## config.mk

```make
export PLATFORM = sky130hd
export DESIGN_NAME = one_of_n_arb6_ctrl
export DESIGN_NICKNAME = d
export VERILOG_FILES = /design/src/rtl/one_of_n_arb6_ctrl.sv
export SDC_FILE = /design/constraint.sdc
export NUM_CORES = 1
export LEC_CHECK = 0
export ABC_AREA = 1
export BUFFER_PORTS_ARGS = -buffer_cell sky130_fd_sc_hd__buf_2
export CAP_MARGIN = 20
export CORE_ASPECT_RATIO = 2
export CORE_UTILIZATION = 60
export DETAILED_ROUTE_END_ITERATION = 12
export GPL_TIMING_DRIVEN = 0
export PLACE_DENSITY = 0.86
export SKIP_LAST_GASP = 1
export SLEW_MARGIN = 20
export SYNTH_ARGS = -nofsm -noshare
export SYNTH_HDL_FRONTEND = slang
export SYNTH_SLANG_ARGS = --single-unit
```

## constraint.sdc

```tcl
create_clock -name clk -period 3.4 [get_ports clk]
set_input_delay 0.34 -clock clk [delete_from_list [all_inputs] [get_ports clk]]
set_output_delay 0.34 -clock clk [all_outputs]
set_load 0.05 [all_outputs]
```

## src/rtl/one_of_n_arb6_ctrl.sv

```systemverilog
// Round-robin packet arbiter for a 6:1 output mux.
// A grant is taken on a packet head and held until the tail transfers, so packets never
// interleave on the mux output. On a tail the next grant is chosen in the same cycle, so
// back-to-back packets go out without a bubble. While no grant is held, sel carries the
// null code and the mux outputs zero.
module one_of_n_arb6_ctrl (
  input  logic       clk,
  input  logic       rst_n,
  input  logic [5:0] req,
  input  logic [5:0] last,
  input  logic       out_ready,
  output logic [2:0] sel,
  output logic       out_valid,
  output logic [5:0] pop,
  output logic       err_drop
);

  localparam int unsigned NIn      = 6;
  localparam logic [2:0]  SEL_NULL = 3'd7;

  typedef enum logic {
    StIdle,
    StBusy
  } state_e;

  state_e     r_state;
  logic [2:0] r_sel;
  logic       r_valid;
  logic [2:0] r_rr_ptr;
  logic       r_err;

  state_e     w_state;
  logic [2:0] w_sel;
  logic       w_valid;
  logic [2:0] w_rr_ptr;
  logic       w_err;

  logic [5:0] w_grant_oh;   // one-hot of the held grant, zero when idle
  logic       w_g_req;
  logic       w_g_last;
  logic [2:0] w_g_next;     // (g + 1) mod 6
  logic [5:0] w_mask;       // requests with the current grant excluded
  logic [2:0] w_pick_idle;
  logic [2:0] w_pick_rearb;

  // Index following g in the ring 0..5.
  function automatic logic [2:0] inc6(input logic [2:0] g);
    return (g >= 3'd5) ? 3'd0 : g + 3'd1;
  endfunction

  // First set bit of mask scanning ptr, ptr+1, .., wrapping mod 6; SEL_NULL if none.
  // Scanning downwards lets the earliest position in ring order overwrite later ones.
  function automatic logic [2:0] pick(input logic [5:0] mask, input logic [2:0] ptr);
    logic [3:0] idx;
    logic [2:0] res;
    res = SEL_NULL;
    for (int k = int'(NIn) - 1; k >= 0; k--) begin
      idx = {1'b0, ptr} + 4'(k);
      if (idx >= 4'(NIn)) begin
        idx = idx - 4'(NIn);
      end
      if (mask[idx[2:0]]) begin
        res = idx[2:0];
      end
    end
    return res;
  endfunction

  // Decode the held grant and precompute both arbitration candidates.
  always_comb begin
    w_grant_oh = '0;
    for (int i = 0; i < int'(NIn); i++) begin
      w_grant_oh[i] = (r_state == StBusy) && (r_sel == 3'(i));
    end
    w_g_req      = |(req & w_grant_oh);
    w_g_last     = |(last & w_grant_oh);
    w_g_next     = inc6(r_sel);
    w_mask       = req & ~w_grant_oh;
    w_pick_idle  = pick(req, r_rr_ptr);
    w_pick_rearb = pick(w_mask, w_g_next);
  end

  // Next-state: grant on head, hold through the packet, re-arbitrate on tail or on a drop.
  always_comb begin
    w_state  = r_state;
    w_sel    = r_sel;
    w_valid  = r_valid;
    w_rr_ptr = r_rr_ptr;
    w_err    = r_err;
    unique case (r_state)
      StIdle: begin
        if (|req) begin
          w_sel   = w_pick_idle;
          w_valid = 1'b1;
          w_state = StBusy;
        end
      end
      StBusy: begin
        // A dropped request ends the packet like a tail, but is flagged as an error.
        if (!w_g_req || (out_ready && w_g_last)) begin
          if (!w_g_req) begin
            w_err = 1'b1;
          end
          w_rr_ptr = w_g_next;
          if (|w_mask) begin
            w_sel = w_pick_rearb;
          end else begin
            w_sel   = SEL_NULL;
            w_valid = 1'b0;
            w_state = StIdle;
          end
        end
      end
      default: begin
        w_state = StIdle;
        w_sel   = SEL_NULL;
        w_valid = 1'b0;
      end
    endcase
  end

  // State registers with synchronous active-low reset.
  always_ff @(posedge clk) begin
    if (!rst_n) begin
      r_state  <= StIdle;
      r_sel    <= SEL_NULL;
      r_valid  <= 1'b0;
      r_rr_ptr <= 3'd0;
      r_err    <= 1'b0;
    end else begin
      r_state  <= w_state;
      r_sel    <= w_sel;
      r_valid  <= w_valid;
      r_rr_ptr <= w_rr_ptr;
      r_err    <= w_err;
    end
  end

  // Pop only the granted buffer, and only on an accepted flit it actually presents.
  always_comb begin
    pop = '0;
    if (r_valid && out_ready) begin
      pop = w_grant_oh & req;
    end
  end

  assign sel       = r_sel;
  assign out_valid = r_valid;
  assign err_drop  = r_err;

endmodule

```

# == After elaboration in Yosys (flattened, before gate mapping) ==
# Cells that the tools add are included.
# word_totals
register_bits,9
input_bits,15
wordCells,148
# classes
add_sub_neg,23
magnitude_cmp,25
n_eq_ne,8
n_mux,62
bitwise,6
reduce_logical,19
# op_table
operator,n
2-to-1 mux 3 bit,28
< comparator 3 x 4 -> 1 bit (second input constant),12
greater-or-equal comparator 4 x 3 -> 1 bit (second input constant),10
binary-select mux 1 bit (select 3 bit),12
subtractor 3 bit (second input constant),12
OR reduction 6 bit,4
AND 6 bit,3
2-to-1 mux 1 bit,18
adder 3 x 2 -> 4 bit (second input constant),4
adder 3 x 3 -> 4 bit (second input constant),4
greater-or-equal comparator 3 bit (second input constant),3
adder 3 x 1 -> 4 bit (second input constant),2
logical AND 1 bit,8
equality test 3 x 2 -> 1 bit (second input constant),2
equality test 3 bit (second input constant),2
2-to-1 mux 6 bit,1
NOT 6 bit,1
one-hot mux 3 bit (2 select lines),1
AND reduction 3 bit,2
inequality test 2 bit (second input constant),2
one-hot mux 1 bit (2 select lines),2
AND reduction 2 bit,2
adder 3 x 1 -> 3 bit (second input constant),1
equality test 3 x 1 -> 1 bit (second input constant),1
5 further kinds,6

# == Longest topological paths before layout ==
# Gate-level depths: netlist of run 1.
# depth
word_depth,16
depth_mapped,27

# == Least setup slack after synthesis of run 1 ==
# OpenSTA, ideal clock, no wires.
# synth_timing
kind,register to register
start,"register r_sel[1], in the netlist sel[1]"
end,"register r_sel[1], in the netlist sel[1]"
setup_time_ns,0.112
arrival_time_ns,3.130
slack_ns,0.158
path_stages_with_launch,26
period_less_slack_ns,3.242
cell_sequence,dfxtp_1 inv_1 ha_1 nor2_1 nand2_1 nand2_4 nand2_4 buf_6 ha_1 buf_2 o21ai_0 nand3_1 nand2_2 nand2_2 nor2_2 nor2_2 nor2_1 nand3_1 nand2_1 nand2_1 nand2_1 nand2_1 nand2_1 nand2_1 nand2_1 nand2_1
# synth_via
elab_chain_cells,16
word_cells_on_any_way,71
# synth_rtl
item,line,text
start: declaration,27,logic [2:0] r_sel;
start signal: assignment,132,r_sel <= w_sel;
adder 3 x 1 -> 3 bit / greater-or-equal comparator 3 bit (equally long branches),48,return (g >= 3'd5) ? 3'd0 : g + 3'd1;
2-to-1 mux 3 bit,48,
adder 3 x 3 -> 4 bit,58,"idx = {1'b0, ptr} + 4'(k);"
greater-or-equal comparator 4 x 3 -> 1 bit / subtractor 3 bit (equally long branches),"59, 60",
2-to-1 mux 3 bit,59,if (idx >= 4'(NIn)) begin
binary-select mux 1 bit (select 3 bit),62,if (mask[idx[2:0]]) begin
2-to-1 mux 1 bit (not written as such),62,
2-to-1 mux 3 bit (6 in series),62,
2-to-1 mux 3 bit,105,if (|w_mask) begin
2-to-1 mux 3 bit,100,if (!w_g_req || (out_ready && w_g_last)) begin
one-hot mux 3 bit (2 select lines),90,unique case (r_state)
# Parallel ways exist; a longest one is shown, timed or not. The select of a mux whose other input is x is not followed.
# A chain may end at the register's enable or synchronous reset.

# == Worst setup path after layout of run 1 ==
# layout_timing
start,"register r_sel[1], in the netlist sel[1]"
end,"register r_sel[0], in the netlist sel[0]"
# The elaborated chain is that of the path after synthesis.

==> flow_metrics.tcl, run 1 <==
set metrics [dict create \
    status "finished, final reports clean" \
    antenna_found_initial 0 \
    multiInputGateArea_um2 1794 \
    start_kind "flop" \
    synth_seq_cells 9 \
    synth_area_leaders "nand2_1 26%, ha_1 12%, inv_1 9.8%, nand3_1 9.5%, dfxtp_1 8.0%" \
    cp.arrival_ns 3.19 \
    fp-row-count 31 \
    routed-wl-met2_mm 3.777 \
    n_fill_cell 365 \
    area_delta_synth_final_pct 10.96 \
    top_layer "met4" \
    reg2reg_slack_ns 0.34 \
    ctsResizeCount 0 \
    min_path_cells 4 \
    cts_max_level 1 \
    io_buffers 25 \
    holdPathEnd "sel[0]$_SDFFE_PN1P_" \
    synth_common_cells "154 x nand2_1, 59 x inv_1, 43 x nand3_1" \
    drt_wl_total_mm 6.586 \
    cp.required_ns 3.53 \
    tightest_slew_ns 0.7034 \
    yosysMostFrequentCell "nand2_1" \
    die_area_um2 4031 \
    cts_tree "yes" \
    drt-vias-per-instance 5.467 \
    nNetsFinal 497 \
    grt_start_max_net_pins 12 \
    drtAntennaViolNets 0 \
    met1Wirelength_mm 2.225 \
    drc 0 \
    final.setup.tns_ns 0 \
    diodes 0 \
    hold_path_class "in2reg" \
    numClockSinks 9 \
    hold_start "rst_n" \
    synth_nets 467 \
    max-slew-margin-rel_pct 52.61 \
    grt_pass1_vias 2568 \
    synthArstFlopShare_pct 0 \
    synth_edf_count 0 \
    yosysTopAreaCell "nand2_1" \
    drt-initial-drc-count 74 \
    grt_pass1_wl_mm 10.56 \
    start_util_pct 62.64 \
    yosysSeqAreaShare_pct 7.973 \
    hold_buffers 0 \
    clock_latency_ns 0.23 \
    die_w_um 45.40 \
    ys.flop_type "dfxtp_1" \
    final.min_clock_period_ns 3.063 \
    critPathKind "reg2reg" \
    core_area_um2 3607 \
    max_freq_ghz 0.3265 \
    wl_met3_um 193 \
    period_share_pct 90.08 \
    hold_viol 0 \
    yosys_warnings 0 \
    synth.distinct_cells 38 \
    skew_ns 0.003540 \
    worstRegToRegCells 22 \
    r2r_end "sel[0]$_SDFFE_PN1P_" \
    wl_per_cell_um 12.96 \
    clockBufferDepth 2 \
    grt.total_usage_pct 34.97 \
    dp_hpwl_mm 5.495 \
    pin_count 26 \
    finalSetupViolations 0 \
    rr_startpoint "sel[1]$_SDFFE_PN1P_" \
    cts_setup_buffers 0 \
    rsz0062_at_grt "no" \
    first_pass_iters 4 \
    clk_pin_slew_ns 0.05 \
    cts-root-buf "clkbuf_8" \
    cp-end-kind "flop" \
    drv_cap 0 \
    gr-total-overflow 0 \
    synth_area_um2 2260 \
    syn_area_per_cell_um2 5.255 \
    cts_buffers 3 \
    syn_inst 430 \
    slew_viol_final 0 \
    dr_total_vias 2777 \
    place_congestion 0.9285 \
    die_h_um 88.79 \
    seq_area_um2 183.9 \
    synth_top_area_share_pct 25.58 \
    layout-drive-gt1-share_pct 14.81 \
    cp_max_fo 11 \
]
==> routing by layer <==
| layer | GRT usage [%] | up-vias |
|---|---|---|
| met5 | 0 | - |
| met4 | 23.97 | 0 |
| met3 | 4.694 | 35 |
| met2 | 70.13 | 83 |
| met1 | 27.85 | 1240 |
| li1 | - | 1419 |
==> worst max-delay path by stage <==
stage               slack, ns                   to  cells after the start                 from
detailed placement       0.13  sel[1]$_SDFFE_PN1P_                     25  sel[1]$_SDFFE_PN1P_
global placement         0.20  sel[1]$_SDFFE_PN1P_                     25  sel[1]$_SDFFE_PN1P_
floorplan                0.16  sel[1]$_SDFFE_PN1P_                     25  sel[1]$_SDFFE_PN1P_
CTS                      0.11  sel[1]$_SDFFE_PN1P_                     25  sel[1]$_SDFFE_PN1P_
finish                   0.34  sel[0]$_SDFFE_PN1P_                     22  sel[1]$_SDFFE_PN1P_
global route             0.02  sel[1]$_SDFFE_PN1P_                     25  sel[1]$_SDFFE_PN1P_
==> final cells by class <==
class / count / share of cell area [%]
plain buffers: 7 / 1.846
multi-input cells: 348 / 71.56
clock buffers: 4 / 1.796
inverters: 66 / 10.03
well taps: 49 / 2.445
repair buffers: 25 / 4.990
flip-flops and latches: 9 / 7.335
==> placed cells by master, fill, tap and decap left out, types with 3 or more instances in the layout <==
master,count
nand2_1,154
inv_1,58
nand3_1,43
nor2_1,37
buf_2,29
ha_1,22
o21ai_0,20
a21oi_1,11
o21ai_1,9
nand2_2,8
inv_2,7
dfxtp_1,6
nor3_1,4
nand4_1,4
o21ai_2,4
nand2_4,3
nor2_2,3
xor2_1,3
o211ai_1,3
clkbuf_8,3
dfxtp_2,3
==> critical path, cell delays in order (launching register included) <==
cell,delay [ns]
dfxtp_2,0.39
inv_1,0.10
ha_1,0.23
nor2_1,0.09
nand2_1,0.08
nand2_4,0.12
nand2_4,0.09
buf_6,0.15
ha_1,0.27
buf_2,0.20
nor2_1,0.06
o21ai_1,0.20
nand2_1,0.15
nand2_1,0.12
nand2_1,0.05
nand3_1,0.11
nand2_1,0.09
inv_1,0.09
nand2_1,0.06
a21boi_1,0.12
nand2_1,0.08
nand2_1,0.06
nand2_1,0.04
==> through the flow <==
step	cells	util (%)	instance area [um^2]	worst slack, ns	hold slack, ns
2_1_floorplan	430	-	2260	0.1579	0.4784
3_3_place_gp	504	67.81	2446	0.1964	0.4444
3_5_place_dp	504	67.81	2446	0.1274	0.4569
4_1_cts	508	69.06	2491	0.1115	0.4291
5_1_grt	508	69.51	2507	0.01927	0.4341
6_report	508	69.51	2507	0.3373	0.4362
==> sequential cells by signal, indices dropped and copies added (netlist names) <==
name and count:
r_state 1, sel 3, r_rr_ptr 3, err_drop 1
out_valid 1
==> logic make-up after synthesis <==
logic type	share of synthesized area (%)
simple gates	50.72
buf+inv	13.01
compound gates	14.56
fa+ha+maj	12.18
flops	7.973
xor+xnor	1.551
Power of run 1 is left out: the tool's default activity adds up to more than one toggle a clock period on the data nets, which glitch-free logic cannot reach.
==> inputs of run 2 (changes only) <==
- CORE_UTILIZATION: 60 -> 65
- HOLD_SLACK_MARGIN: not set -> 0.15
- PLACE_DENSITY: 0.86 -> 0.91
- clock period: 3.4 -> 3.9 ns (I/O delays scaled with it)
==> run 2 against run 1 <==
Against the previous run:
- the run now ends with DRC left
- critical endpoint is now sel[1]$_SDFFE_PN1P_
- non-clock buffer count did not move
- design area shrank 1.5%
- via count is 0.58% higher
- worst hold slack improved by 0.026 ns
- die area is 7.5% lower
- critical path type unchanged
- utilization up 4.4 points
- routed wire length shrank 1.2%
- first-iteration DRC count is 15% higher
- clock skew grew 0.0025 ns
- maximum frequency is 7.8% lower
==> flow_metrics.tcl, run 2 (synthesis results as in run 1) <==
set metrics [dict create \
    die_w_um 43.69 \
    layout-drive-gt1-share_pct 13.73 \
    violations "DRC" \
    diodes 0 \
    clk_pin_slew_ns 0.04 \
    worstSetupEndpoint "sel[1]$_SDFFE_PN1P_" \
    max-slew-margin-rel_pct 66.01 \
    drt-initial-drc-count 85 \
    die_h_um 85.38 \
    ctsResizeCount 0 \
    start_kind "flop" \
    hold_viol 0 \
    worstRegToRegCells 25 \
    first_pass_iters 9 \
    drc 1 \
    die_area_um2 3730 \
    cp-startpoint "sel[1]$_SDFFE_PN1P_" \
    rr_startpoint "sel[1]$_SDFFE_PN1P_" \
    grt_start_max_net_pins 12 \
    area_delta_synth_final_pct 9.302 \
    hold_start "err_drop$_SDFFE_PN0P_" \
    fp-row-count 30 \
    skew_ns 0.006050 \
    reg2reg_slack_ns 0.58 \
    dp_hpwl_mm 5.434 \
    grt_pass1_wl_mm 10.53 \
    max_freq_ghz 0.3011 \
    cts_tree "yes" \
    core_area_um2 3341 \
    drv_cap 0 \
    clock_latency_ns 0.24 \
    drt-vias-per-instance 5.688 \
    cts_max_level 1 \
    cp.required_ns 4.03 \
    grt.total_usage_pct 36.82 \
    wl_per_cell_um 13.25 \
    final.setup.tns_ns 0 \
    io_buffers 25 \
    min_path_cells 2 \
    pin_count 26 \
    cts-root-buf "clkbuf_8" \
    hold_buffers 0 \
    finalSetupViolations 0 \
    slew_viol_final 0 \
    grt_pass1_vias 2630 \
    layout_common_cells "154 x nand2_1, 59 x inv_1, 43 x nand3_1" \
    cts_buffers 3 \
    cp-end-kind "flop" \
    drtAntennaViolNets 0 \
    fin_area_um2 2470 \
    cp_max_fo 11 \
    gr-total-overflow 0 \
    r2r_end "sel[1]$_SDFFE_PN1P_" \
    period_share_pct 85.15 \
    cts_setup_buffers 0 \
    status "finished with violations" \
    dr_total_vias 2793 \
    nNetsFinal 497 \
    cp.arrival_ns 3.45 \
    antenna_found_initial 0 \
    critPathKind "reg2reg" \
    drt_wl_total_mm 6.506 \
    rsz0062_at_grt "no" \
    layout_commonest_cell "nand2_1" \
    tightest_slew_ns 0.5045 \
    dpl_cell_area_um2 2425 \
    place_congestion 0.9067 \
    final.min_clock_period_ns 3.321 \
    clockBufferDepth 2 \
    hold_path_class "reg2reg" \
    numClockSinks 9 \
    start_util_pct 67.64 \
]
[run 2: layout make-up]
cell class                      instances  area [um^2]
Multi-Input combinational cell        348         1785
Buffer                                  7        46.29
Inverter                               66        247.7
Clock buffer                            4        45.04
Fill cell                             305        870.8
Tap cell                               32        40.04
Sequential cell                         9        180.2
Timing Repair Buffer                   25        125.1
[run 2: per-stage QoR]
step	instances	util, %	setup WS [ns]	hold slack (ns)
after floorplan	430	-	0.6579	0.5284
after detailed placement	487	72.58	0.6574	0.4594
after CTS	491	73.93	0.6403	0.4653
after global placement	487	72.58	0.7387	0.4442
final	491	73.93	0.5791	0.4619
after global routing	491	73.93	0.2216	0.4797
[run 2: worst max-delay path: stages (launching register included)]
cell and delay (ns):
dfxtp_1 0.49, inv_1 0.13, ha_1 0.25, nor2_1 0.09, nand2_1 0.09, nand2_4 0.11
nand2_4 0.09, buf_6 0.15, ha_1 0.28, buf_2 0.17, o21ai_0 0.28, nand3_1 0.15
nand2_2 0.11, nand3_1 0.10, nand2_1 0.09, nor2_1 0.04, nor2_1 0.10, nand3_1 0.08
nand2_1 0.06, nand2_1 0.05, nand2_1 0.05, nand2_1 0.05, nand2_1 0.06, nand2_1 0.05
nand2_1 0.05, nand2_1 0.04
[run 2: worst min path at each step]
stage	endpoint	slack, ns
after floorplan	r_rr_ptr[0]$_SDFFE_PN0P_	0.53
after global placement	err_drop$_SDFFE_PN0P_	0.44
after detailed placement	err_drop$_SDFFE_PN0P_	0.46
after CTS	err_drop$_SDFFE_PN0P_	0.47
after global routing	r_rr_ptr[2]$_SDFFE_PN0P_	0.48
final	err_drop$_SDFFE_PN0P_	0.46
[run 2: layer usage]
layer  vias to the layer above  GRT usage (%)  wire (um)
met2                        85          71.64       3651
met5                         -              0          0
met4                         0          32.39        559
met3                        50          5.957        205
met1                      1236          27.52       2090
li1                       1422              -          -
Power of run 2 is left out for the same reason.
